## src/rtl/ctrl_sequencer.sv

```systemverilog
// rtl/ctrl_sequencer.sv - instruction sequencer with register-file strobe, memory handshake and halt
module ctrl_sequencer #(
  parameter int                  OP_W     = 4,
  parameter logic [2**OP_W-1:0]  WR_MASK  = 16'h0400,
  parameter logic [2**OP_W-1:0]  MEM_MASK = 16'h3000,
  parameter logic [OP_W-1:0]     HLT_OP   = 4'h3,
  parameter int                  TIMEOUT  = 16,
  parameter int                  CNT_W    = 16
) (
  input  logic             i_clk,
  input  logic             i_rstn,
  input  logic [OP_W-1:0]  i_opcode,
  input  logic             i_instrVld,
  output logic             o_instrRdy,
  output logic             o_memReq,
  input  logic             i_memAck,
  input  logic             i_resume,
  output logic             o_wrReg,
  output logic             o_pcInc,
  output logic             o_isHLT,
  output logic             o_memErr,
  output logic [CNT_W-1:0] o_retired
);

  localparam int WAIT_W = (TIMEOUT > 2) ? $clog2(TIMEOUT) : 1;
  localparam logic [WAIT_W-1:0] WAIT_LAST = WAIT_W'((TIMEOUT > 0) ? TIMEOUT - 1 : 0);

  typedef enum logic [1:0] {IDLE, EXEC, MEM, HALT} state_t;

  state_t            state, state_n;
  logic [OP_W-1:0]   op, op_n;
  logic [WAIT_W-1:0] wait_cnt, wait_n;
  logic [CNT_W-1:0]  retired_n;
  logic              rdy_n, req_n, wr_n, pc_n, hlt_n, err_n;

  always_ff @(posedge i_clk) begin
    if (!i_rstn) begin
      state      <= IDLE;
      op         <= '0;
      wait_cnt   <= '0;
      o_retired  <= '0;
      o_instrRdy <= 1'b0;
      o_memReq   <= 1'b0;
      o_wrReg    <= 1'b0;
      o_pcInc    <= 1'b0;
      o_isHLT    <= 1'b0;
      o_memErr   <= 1'b0;
    end else begin
      state      <= state_n;
      op         <= op_n;
      wait_cnt   <= wait_n;
      o_retired  <= retired_n;
      o_instrRdy <= rdy_n;
      o_memReq   <= req_n;
      o_wrReg    <= wr_n;
      o_pcInc    <= pc_n;
      o_isHLT    <= hlt_n;
      o_memErr   <= err_n;
    end
  end

  always_comb begin
    state_n   = state;
    op_n      = op;
    wait_n    = wait_cnt;
    retired_n = o_retired;
    req_n     = 1'b0;
    wr_n      = 1'b0;
    pc_n      = 1'b0;
    err_n     = 1'b0;
    case (state)
      IDLE: begin
        // Acceptance follows the registered ready, so the retire cycle never accepts.
        if (o_instrRdy && i_instrVld) begin
          op_n    = i_opcode;
          state_n = EXEC;
        end
      end
      EXEC: begin
        if (op == HLT_OP) begin
          state_n = HALT;
        end else if (MEM_MASK[op]) begin
          state_n = MEM;
          req_n   = 1'b1;
          wait_n  = '0;
        end else begin
          wr_n      = WR_MASK[op];
          pc_n      = 1'b1;
          retired_n = o_retired + 1'b1;
          state_n   = IDLE;
        end
      end
      MEM: begin
        if (i_memAck) begin
          wr_n      = WR_MASK[op];
          pc_n      = 1'b1;
          retired_n = o_retired + 1'b1;
          state_n   = IDLE;
        end else if ((TIMEOUT != 0) && (wait_cnt == WAIT_LAST)) begin
          err_n   = 1'b1;
          state_n = HALT;
        end else begin
          req_n  = 1'b1;
          wait_n = wait_cnt + 1'b1;
        end
      end
      HALT: begin
        if (i_resume) state_n = IDLE;
        else          err_n   = o_memErr;
      end
      default: state_n = IDLE;
    endcase
    rdy_n = (state_n == IDLE) && !pc_n;
    hlt_n = (state_n == HALT);
  end

endmodule

```

## config.mk

```make
export PLATFORM = sky130hd
export DESIGN_NAME = ctrl_sequencer
export DESIGN_NICKNAME = d
export VERILOG_FILES = /design/src/rtl/ctrl_sequencer.sv
export SDC_FILE = /design/constraint.sdc
export NUM_CORES = 1
export LEC_CHECK = 0
export BUFFER_PORTS_ARGS = -buffer_cell sky130_fd_sc_hd__buf_4
export CAP_MARGIN = 10
export CORE_UTILIZATION = 50
export DETAILED_ROUTE_END_ITERATION = 7
export PLACE_DENSITY = 0.73
export SETUP_SLACK_MARGIN = 0.05
export SLEW_MARGIN = 25
export SYNTH_ARGS = -nofsm -noshare
export SYNTH_HDL_FRONTEND = slang
export SYNTH_SLANG_ARGS = --single-unit
export TNS_END_PERCENT = 5
```

## constraint.sdc

```tcl
create_clock -name i_clk -period 2.7 [get_ports i_clk]
set_input_delay 0.27 -clock i_clk [delete_from_list [all_inputs] [get_ports i_clk]]
set_output_delay 0.27 -clock i_clk [all_outputs]
set_load 0.1 [all_outputs]
```

# == Word level (Yosys, flattened, before mapping) ==
# Memories as Yosys holds them, arrays and structs flattened. A register that Yosys moved wholly into a read port is not among the register bits.
# Cells that the tools add are included.
# totals
ff_bits,32
rom_bits,32
input_bits,9
output_inout_bits,22
word_cells,76
memories,2
# op_classes
n_addsub,2
magnitude_cmp,1
eq_ne,13
n_mux,39
reduce_logical,9
# memory_table
name,words,width,read_ports,rd_ports_with_merged_regs,wr,line,rtl
(no name shown),16,1,1,1,0,95,wr_n = WR_MASK[op];
(no name shown),16,1,1,1,0,82,end else if (MEM_MASK[op]) begin
# op_table
op,n
2-to-1 mux 16 bit,3
2-to-1 mux 4 bit,8
one-hot mux 16 bit (2 select lines),1
"adder 16 x 1 -> 16 bit, second input constant",1
2-to-1 mux 1 bit,15
"inequality test 2 bit, second input constant",7
2-to-1 mux 2 bit,6
one-hot mux 1 bit (2 select lines),4
one-hot mux 2 bit (4 select lines),1
one-hot mux 4 bit (2 select lines),1
"== test 2 bit, second input constant",3
"less-than comparator 4 x 5 -> 1 bit, second input constant",1
AND reduction 5 bit,1
"adder 4 x 1 -> 4 bit, second input constant",1
"== test 4 x 2 -> 1 bit, second input constant",1
"== test 4 bit, second input constant",1
logical NOT 2 bit,2
AND reduction 4 bit,1
"== test 2 x 1 -> 1 bit, second input constant",1
logical AND 1 bit,2
AND reduction 2 bit,1
nonzero test 2 bit,1
logical NOT 1 bit,1

# == Longest topological paths before layout ==
# Gate-level depths: netlist of the first run.
# logic_depth
depth_word,7
mapped_depth,8
ltp_nobuf,6

# == Worst setup path after synthesis of the first run ==
# No wires, ideal clock.
# synth_timing
kind,register to register
from,reg o_retired[2]
to,reg o_retired[15]
setup_time_ns,0.070
arrival_time_ns,2.448
required_time_ns,2.630
setup_slack_ns,0.182
stages_incl_launch_ff,5
n_path_buf,0
path_cell_list,dfxtp_1 > nand4_2 > or4_4 > or4_1 > a21oi_1
# synth_via
elab_chain_cells,4
# synth_lines
element,line,rtl
start: declaration,22,output logic [CNT_W-1:0] o_retired
start signal: assignment,52,o_retired <= retired_n;
adder 16 x 1 -> 16 bit (*),"89, 97",
2-to-1 mux 16 bit,82,
2-to-1 mux 16 bit,80,if (op == HLT_OP) begin
one-hot mux 16 bit (2 select lines) (*),71,case (state)
# Mark *: on every way between the ends. The rest lies on a longest branch, timed or not. The select of a mux whose other input is x is not followed.
# A chain may end at the register's enable or synchronous reset.

# == Worst setup path in the final report of the first run ==
# layout_timing
from,reg state[1]
to,reg o_retired[13]
# layout_via
elab_chain_cells,3
# layout_lines
element,line,rtl
start: declaration,30,"state_t state, state_n;"
start signal: assignment,49,state <= state_n;
== test 2 x 1 -> 1 bit or == test 2 bit (tied branches),71,
inequality test 2 bit (no source line) or nonzero test 2 bit (tied branches),-,
AND reduction 4 bit (no source line),-,
# Several ways; a longest one is shown, not always the timed one.

==> impl_metrics.csv, run 1 <==
group,metric,value,unit
cells_and_area,n_antenna_cell,0,
setup_path,worst-path-max-fanout,14,
timing,fin_crit,2306,ps
drt,ant_nets,0,
clock_tree,hold_buffers,0,
timing,relSlewSlack,0.6087,
timing,fin_skew,11.20,ps
cells_and_area,fin_nets,239,
timing,hold_violations,0,
cells_and_area,drive_gt1_frac,0.2232,
place,post-dp-hpwl,2.722,mm
yosys,synth_enable_flop_cells,0,
clock_tree,htree_num_levels,2,
yosys,yosys_register_bits,34,
floorplanning,core_area,0.003128,mm2
place,place_congestion,0.8918,
global_routing,grt-ovfl-total,0,
clock_tree,numCtsBuffers,5,
global_routing,grt_pass1_vias,1387,
setup_path,r2r_slack,390,ps
worst_hold_path,holdPathEnd,"op[0]",
yosys,synth-async-reset-ratio,0,
setup_path,rr_worst_depth,6,
clock_tree,clk_latency,340,ps
place,portBuffers,30,
setup_path,worstSetupEndpointType,"register",
drt,drt_first_pass_iters,4,
drt,via_per_inst,5.806,
yosys,synth_cell_types,50,
yosys,yosys.cell_count.top_type,"dfxtp_1",
yosys,synth_commonest_cells,"dfxtp_1, nand2_1, a21oi_1, o21ai_0, inv_1",
drt,wire_per_inst,14.00,um
global_routing,grt_max_degree,17,
timing,post-route-period-util,0.8540,
drt,drt_iter0_drc,64,
global_routing,antenna_found_initial,0,
setup_path,cp_data_required_time,2970,ps
clock_tree,clkTransAtPathRegs,100,ps
clock_tree,cts_buffer_depth,2,
drt,drcViolationCount,0,
setup_path,crit_chain,"inv_1 -> ha_1 -> and2_1 -> a2111o_1 -> or4_1 -> a21oi_1",
timing,rsz0062_at_grt,"false",
power_and_ir_drop,power_density,607.9,mW/mm2
yosys,synth_top_area_cell,"dfxtp_1",
power_and_ir_drop,ir_drop,420.1,uV
worst_hold_path,min_path_type,"in2reg",
cells_and_area,areaGrowthSynthToFinish,19.23,%
floorplanning,die_w,60.06,um
yosys,synth_nets,207,
cells_and_area,fin_util,0.6424,
clock_tree,cts_resized,0,
worst_hold_path,worstHoldStart,"i_opcode[0]",
setup_path,cpMaxStageDelayCell,"a2111o_1",
cells_and_area,multi_input_area,928.4,um2
yosys,synth-seq-area-share,0.4039,
timing,fmax,433.7,MHz
yosys,synth_ff_type,"dfxtp_1",
power_and_ir_drop,p_leak,0.7605,nW
setup_path,critical_path.max_stage_delay,550,ps
clock_tree,root_buffer,"clkbuf_4",
global_routing,grt_usage,0.2302,
run_status,outcome,"finished clean",
floorplanning,fp.dieArea,0.003607,mm2
worst_hold_path,hold_depth,3,
yosys,synth.area.top_cells,"dfxtp_1, ha_1, a21oi_1, o21ai_0, nand2_1",
clock_tree,post_cts_buffers,0,
clock_tree,clock-sinks,34,
timing,final.setup.worst_slack,394.1,ps
yosys,synth_warnings,0,
floorplanning,num_rows,20,
floorplanning,fp.dieH,60.06,um
yosys,synth_cells,191,
cells_and_area,n_fill_cell,277,
flow_run,drv_cap,0,
timing,finalSetupTns,0,ps
clock_tree,cts_tree,"yes",
setup_path,r2r_start,"state[1]",
setup_path,cp-start-kind,"register",
yosys,syn_avg_cell_area,8.824,um2
setup_path,crit_arrival,2580,ps
drt,vias,1556,
floorplanning,start_util,0.5388,
drt,wl,3.751,mm
setup_path,rr_endpoint,"o_retired[13]",
cells_and_area,register_area,680.7,um2
timing,tightest_slew,572.1,ps
timing,setup_viol,0,
place,dp_slack,434.1,ps
yosys,yosys.area.top_type_share,0.4039,
global_routing,grt_pass1_wl,6.078,mm
setup_path,worst-setup-path-type,"reg2reg",
yosys,syn_area,0.001685,mm2
power_and_ir_drop,p_total,1.221,mW
floorplanning,ios,31,
timing,maxSlewViolCount,0,
## worst max-delay path by stage
stage	from	to	slack, ps	cells past startpoint
3_5_place_dp	state[1]	o_retired[13]	430	6
6_report	state[1]	o_retired[13]	390	6
4_1_cts	state[1]	o_retired[13]	420	6
5_1_grt	state[1]	o_retired[13]	260	6
2_1_floorplan	o_retired[2]	o_retired[15]	180	4
3_3_place_gp	state[1]	o_retired[13]	540	6
## worst max-delay path: cells and delay by family, from the launching register on
kind,cells,cell delay (ps)
adders and majority gates,1,310
AOI/OAI and AO/OA,2,690
buffers and inverters,1,100
DFF,1,390
and+or+nand+nor,2,740
## placed cells by master, fill, tap and decap left out, drive strengths merged, types with 5 or more instances in the layout
cell type  count
nand2         16
or4            6
nor2           8
ha             7
o21ai         12
a21oi         13
dfxtp         34
or3            9
clkbuf         7
inv           11
buf           32
nand3          7
mux2i          5
## registers in the layout, indices dropped and copies added (netlist names), named ones only
| name | cells |
|---|---|
| o_instrRdy | 1 |
| o_isHLT | 1 |
| o_memErr | 1 |
| o_memReq | 1 |
| o_pcInc | 1 |
| o_retired | 16 |
| o_wrReg | 1 |
| op | 4 |
| state | 2 |
| wait_cnt | 4 |
## metrics by stage
stage	area (um2)	cells	hold slack, ps
floorplan	1685	191	405.7
global placement	1949	260	414.8
detailed placement	1949	260	417.7
CTS	2009	268	191.1
global route	2009	268	210.6
finish	2009	268	188.2
## where the power goes
group,switching (mW),internal (mW),total (mW)
Clock,0.171,0.126,0.297
Combinational,0.250,0.115,0.365
Sequential,0.0294,0.530,0.560
Total,0.450,0.771,1.22
## cell type report
type / instances / share of cell area
Clock buffer: 7 / 0.02740
Inverter: 12 / 0.02242
Multi-Input combinational cell: 138 / 0.4620
Sequential cell: 34 / 0.3387
Timing Repair Buffer: 32 / 0.1196
Clock inverter: 1 / 0.002491
Tap cell: 44 / 0.02740
## layer usage
layer | wire length (um) | vias up | GRT usage
met2 | 1790 | 32 | 0.3667
li1 | - | 780 | -
met3 | 168 | 5 | 0.06710
met1 | 1747 | 739 | 0.2949
met4 | 45 | 0 | 0.08306
met5 | 0 | - | 0
## kinds of logic (layout without fill, tap and decap cells)
logic type | count (synthesis) | after routing | synth area share
AO/OA/AOI/OAI | 50 | 50 | 0.1938
XOR/XNOR | 1 | 1 | 0.005198
multiplexers | 7 | 7 | 0.04306
buffers and inverters | 19 | 52 | 0.04528
adder cells (fa/ha/maj) | 7 | 7 | 0.05196
flip-flops | 34 | 34 | 0.4039
AND/OR/NAND/NOR | 73 | 73 | 0.2569
Power figures use the tool's default switching activity.
==> inputs of run 2 (changes only) <==
--- a/config.mk
+++ b/config.mk
@@ -7,9 +7,9 @@
 export LEC_CHECK = 0
 export BUFFER_PORTS_ARGS = -buffer_cell sky130_fd_sc_hd__buf_4
 export CAP_MARGIN = 10
-export CORE_UTILIZATION = 50
+export CORE_UTILIZATION = 38
 export DETAILED_ROUTE_END_ITERATION = 7
-export PLACE_DENSITY = 0.73
+export RECOVER_POWER = 50
 export SETUP_SLACK_MARGIN = 0.05
 export SLEW_MARGIN = 25
 export SYNTH_ARGS = -nofsm -noshare
==> run 2 against run 1 <==
  * Clock power increased by 30%
  * Sequential share of layout area increased by 0.75 points
  * First-iteration DRC count grew 7.8%
  * Die area increased by 30%
  * Core utilization decreased by 16 points
  * Non-clock buffer count stayed put
  * Critical path depth stayed put
  * Largest cell class unchanged
==> impl_metrics.csv, run 2 (synthesis gave the netlist of run 1 again) <==
group,metric,value,unit
clock_tree,cts_tree,"yes",
timing,relSlewSlack,0.2167,
run_status,outcome,"finished clean",
global_routing,grt-ovfl-total,0,
clock_tree,clk_latency,280,ps
floorplanning,start_util,0.4095,
setup_path,cp_data_required_time,2910,ps
global_routing,antenna_found_initial,0,
setup_path,crit_arrival,2510,ps
cells_and_area,n_fill_cell,442,
clock_tree,hold_buffers,0,
global_routing,grt_pass1_wl,6.486,mm
power_and_ir_drop,switchingPower,460.4,uW
clock_tree,clkTransAtPathRegs,70,ps
cells_and_area,largest_register_ffs,16,
global_routing,grt_usage,0.1869,
power_and_ir_drop,p_int,839.3,uW
drt,wl,3.836,mm
global_routing,grt_pass1_vias,1393,
power_and_ir_drop,p_clk_frac,0.297,
power_and_ir_drop,power_frac_seq,0.430,
floorplanning,fp.dieArea,0.004705,mm2
timing,fmax,435.9,MHz
floorplanning,ios,31,
timing,post-route-period-util,0.8496,
floorplanning,core_area,0.004115,mm2
drt,via_per_inst,5.522,
place,post-dp-hpwl,2.873,mm
cells_and_area,areaGrowthSynthToFinish,16.63,%
power_and_ir_drop,ir_drop,526.1,uV
timing,fin_crit,2294,ps
timing,tightest_slew,1180,ps
timing,fin_skew,3.214,ps
power_and_ir_drop,p_leak,0.6800,nW
timing,hold_violations,0,
drt,drt_first_pass_iters,4,
cells_and_area,n_antenna_cell,0,
clock_tree,cts_buffer_depth,2,
setup_path,r2r_start,"state[1]",
flow_run,drv_cap,0,
cells_and_area,fin_nets,239,
power_and_ir_drop,power_density,661.2,mW/mm2
drt,ant_nets,0,
clock_tree,cts_resized,0,
clock_tree,root_buffer,"clkbuf_8",
clock_tree,numCtsBuffers,5,
power_and_ir_drop,combPwrFrac,0.273,
clock_tree,htree_num_levels,2,
global_routing,grt_max_degree,16,
timing,rsz0062_at_grt,"false",
drt,wire_per_inst,14.00,um
drt,drt_iter0_drc,69,
place,place_congestion,0.8461,
setup_path,cp-start-kind,"register",
floorplanning,die_w,68.60,um
cells_and_area,drive_gt1_frac,0.1250,
timing,finalSetupTns,0,ps
setup_path,worst-setup-path-type,"reg2reg",
cells_and_area,top_register,"o_retired",
clock_tree,clock-sinks,34,
setup_path,startpoint,"state[1]",
timing,setup_viol,0,
worst_hold_path,min_path_type,"in2reg",
setup_path,worstSetupEndpointType,"register",
clock_tree,post_cts_buffers,0,
drt,vias,1513,
setup_path,worst-path-max-fanout,14,
place,portBuffers,30,
drt,drcViolationCount,0,
timing,maxSlewViolCount,0,
cells_and_area,top_regs,"o_retired: 16 flops, op: 4 flops, wait_cnt: 4 flops",
floorplanning,fp.dieH,68.60,um
worst_hold_path,worstHoldStart,"i_opcode[0]",
cells_and_area,layout_common_cells,"dfxtp_1, clkbuf_1, nand2_1",
power_and_ir_drop,netSwitchingFraction,0.3542,
floorplanning,num_rows,23,
cells_and_area,final_common_cell,"dfxtp_1",
timing,fin_hold_ws,258.1,ps
run 2: cell count changes in the layout (fill, tap and decap cells not counted), sizes merged:
cell / before / now
clkbuf: 7 / 29
buf: 32 / 10
run 2: cell type report:
| class | count | area [um2] | area share |
|---|---|---|---|
| Clock buffer | 7 | 86.33 | 0.04392 |
| Multi-Input combinational cell | 138 | 928.4 | 0.4723 |
| Tap cell | 50 | 62.56 | 0.03183 |
| Clock inverter | 1 | 5.005 | 0.002546 |
| Sequential cell | 34 | 680.7 | 0.3463 |
| Inverter | 12 | 45.04 | 0.02292 |
| Timing Repair Buffer | 32 | 157.7 | 0.08020 |
run 2: routing by layer:
| metal | GRT usage | share of wire | up-vias |
|---|---|---|---|
| met5 | 0 | 0 | - |
| met4 | 0.04688 | 0.0026 | 0 |
| met3 | 0.05428 | 0.035 | 2 |
| met2 | 0.3088 | 0.49 | 23 |
| met1 | 0.2369 | 0.47 | 711 |
| li1 | - | - | 777 |
run 2: worst max-delay path, stage by stage (launching register included):
cell and delay, ps:
dfxtp_1 380, inv_1 100, ha_1 310, and2_1 220, a2111o_1 550, or4_1 520, a21oi_1 150
run 2: through the flow:
stage          setup slack (ps)  area, um2    util  std cells  power, mW
4_1_cts                   397.7       2048  0.4977        274      1.323
5_1_grt                   279.3       1966  0.4777        274      1.370
3_5_place_dp              416.4       1957  0.4755        266     0.9355
3_3_place_gp              501.8       1957  0.4755        266     0.9320
2_1_floorplan             182.2       1685       -        191     0.8551
6_report                  406.0       1966  0.4777        274      1.300
run 2: worst paths after layout:
path	end	slack (ps)	cells past startpoint
worst max-delay path	o_retired[13]	410	6
worst min-delay path	op[0]	260	3
worst max register to register	o_retired[13]	410	6
worst min register to register	o_wrReg	430	1
run 2: power groups by stage:
| stage | Clock (mW) | Sequential [mW] | Combinational, mW |
|---|---|---|---|
| after global placement | 0 | 0.568 | 0.364 |
| after global routing | 0.417 | 0.561 | 0.391 |
| final | 0.386 | 0.559 | 0.355 |
| after CTS | 0.398 | 0.559 | 0.366 |
| after floorplan | 0 | 0.670 | 0.185 |
| after detailed placement | 0 | 0.570 | 0.365 |
==> inputs of run 3 (changes only) <==
==> constraint.sdc (replaced) <==
create_clock -name i_clk -period 2.3 [get_ports i_clk]
set_input_delay 0.23 -clock i_clk [delete_from_list [all_inputs] [get_ports i_clk]]
set_output_delay 0.23 -clock i_clk [all_outputs]
set_load 0.1 [all_outputs]
==> run 3 against run 2 <==
  * Via count increased by 4.0%
  * Sequential share of layout area is 0.37 points lower
  * Count of clock-buffer cells in the layout decreased by 2
  * Global-route usage up 0.37 points
  * Flip-flop and latch count unchanged
  * First-iteration DRC count is 46% higher
  * Routed wire length grew 3.9%
  * Final area increased by 2.9%
  * Clock skew is 1.1 ps higher
  * Largest power group unchanged
  * Power grew 24%
==> impl_metrics.csv, run 3 (synthesis gave the netlist of run 1 again) <==
group,metric,value,unit
run_status,outcome,"finished clean",
place,post-dp-hpwl,2.913,mm
clock_tree,htree_num_levels,2,
floorplanning,start_util,0.4095,
clock_tree,clock-sinks,34,
global_routing,antenna_found_initial,0,
timing,fin_skew,4.327,ps
clock_tree,post_cts_buffers,0,
global_routing,grt_usage,0.1906,
clock_tree,hold_buffers,0,
timing,fin_crit,2152,ps
cells_and_area,final_common_cell,"dfxtp_1",
setup_path,crit_arrival,2370,ps
worst_hold_path,min_path_type,"in2reg",
cells_and_area,top_regs,"o_retired: 16 flops, op: 4 flops, wait_cnt: 4 flops",
timing,relSlewSlack,0.2096,
global_routing,grt_pass1_vias,1432,
clock_tree,numCtsBuffers,5,
setup_path,cp_data_required_time,2520,ps
cells_and_area,n_antenna_cell,0,
timing,hold_violations,0,
drt,wire_per_inst,14.34,um
power_and_ir_drop,ir_drop,692.2,uV
drt,ant_nets,0,
power_and_ir_drop,power_density,794.8,mW/mm2
global_routing,grt_pass1_wl,6.534,mm
timing,maxSlewViolCount,0,
cells_and_area,fin_nets,243,
cells_and_area,fin_util,0.4916,
timing,fmax,464.8,MHz
clock_tree,clkTransAtPathRegs,70,ps
cells_and_area,layout_common_cells,"dfxtp_1, clkbuf_1, nand2_1",
timing,finalSetupTns,0,ps
floorplanning,ios,31,
clock_tree,cts_tree,"yes",
floorplanning,die_w,68.60,um
cells_and_area,top_register,"o_retired",
power_and_ir_drop,p_leak,0.7127,nW
timing,post-route-period-util,0.9354,
floorplanning,fp.dieArea,0.004705,mm2
flow_run,drv_cap,0,
setup_path,worst-path-max-fanout,14,
timing,rsz0062_at_grt,"false",
cells_and_area,drive_gt1_frac,0.1842,
drt,drt_iter0_drc,101,
floorplanning,core_area,0.004115,mm2
global_routing,grt_max_degree,15,
setup_path,cp-start-kind,"register",
place,place_congestion,0.8740,
cells_and_area,n_fill_cell,416,
cells_and_area,register_area,693.2,um2
clock_tree,clk_latency,280,ps
global_routing,grt-ovfl-total,0,
place,portBuffers,30,
setup_path,worstSetupEndpointType,"register",
cells_and_area,largest_register_ffs,16,
clock_tree,cts_buffer_depth,2,
drt,via_per_inst,5.658,
drt,drt_first_pass_iters,4,
timing,tightest_slew,1191,ps
drt,drcViolationCount,0,
drt,vias,1573,
drt,wl,3.987,mm
floorplanning,fp.dieH,68.60,um
setup_path,worst-setup-path-type,"reg2reg",
cells_and_area,multi_input_area,929.6,um2
floorplanning,num_rows,23,
clock_tree,root_buffer,"clkbuf_8",
cells_and_area,areaGrowthSynthToFinish,20.04,%
timing,setup_viol,0,
[run 3: cell count changes in the layout (fill, tap and decap cells not counted)]
cell | previous run | this run
a2111o_1 | 1 | 0
a2111o_2 | 0 | 1
buf_4 | 10 | 13
bufinv_16 | 0 | 1
clkbuf_8 | 6 | 5
clkinv_2 | 1 | 2
dfxtp_1 | 34 | 24
dfxtp_2 | 0 | 10
mux2_1 | 0 | 1
mux2_2 | 2 | 1
[run 3: worst max-delay path, cell delays in order (launching register included)]
cell	delay, ps
dfxtp_1	410
inv_1	110
ha_1	250
mux2i_1	150
a2111o_2	520
or4_1	500
a21oi_1	140
[run 3: layout make-up]
cell class              count  share of cell area
clock inverters             3             0.01979
multi-input cells         138              0.4595
well taps                  50             0.03092
inverters                  12             0.02226
flip-flops and latches     34              0.3426
clock buffers               5             0.03401
repair buffers             36             0.09091
[run 3: worst paths after layout]
path	startpoint	cells after the start	slack, ps	endpoint
setup / recovery	state[0]	6	150	o_retired[13]
hold / removal	i_opcode[0]	3	240	op[0]
setup reg to reg	state[0]	6	150	o_retired[13]
hold reg to reg	register	1	440	o_wrReg
[run 3: what timing repair did]
item | CTS | global route
endpoints found under the setup margin | 0 | 2
resized for setup | 0 | 1
endpoints found under the hold margin | 0 | 0
[run 3: metrics by stage]
| stage | power [mW] | instances | instance area (um2) | setup WS, ps | hold WS [ps] |
|---|---|---|---|---|---|
| 3_5_place_dp | 1.104 | 270 | 1999 | 114.1 | 425.2 |
| 2_1_floorplan | 1.004 | 191 | 1698 | 37.07 | 393.4 |
| 4_1_cts | 1.638 | 278 | 2108 | 95.14 | 234.4 |
| 6_report | 1.608 | 278 | 2023 | 148.5 | 238.2 |
| 3_3_place_gp | 1.096 | 270 | 1999 | 199.6 | 408.6 |
| 5_1_grt | 1.689 | 278 | 2023 | 61.31 | 256.2 |
[run 3: power by group]
group / switching (mW) / internal (mW)
clock network: 0.216 / 0.319
logic: 0.293 / 0.123
registers: 0.0346 / 0.623
[run 3: routing by layer]
| metal | up-vias | wire [um] | track usage |
|---|---|---|---|
| met5 | - | 0 | 0 |
| met4 | 0 | 47 | 0.08073 |
| met3 | 4 | 188 | 0.04112 |
| met2 | 46 | 1802 | 0.2990 |
| met1 | 737 | 1948 | 0.2505 |
| li1 | 786 | - | - |
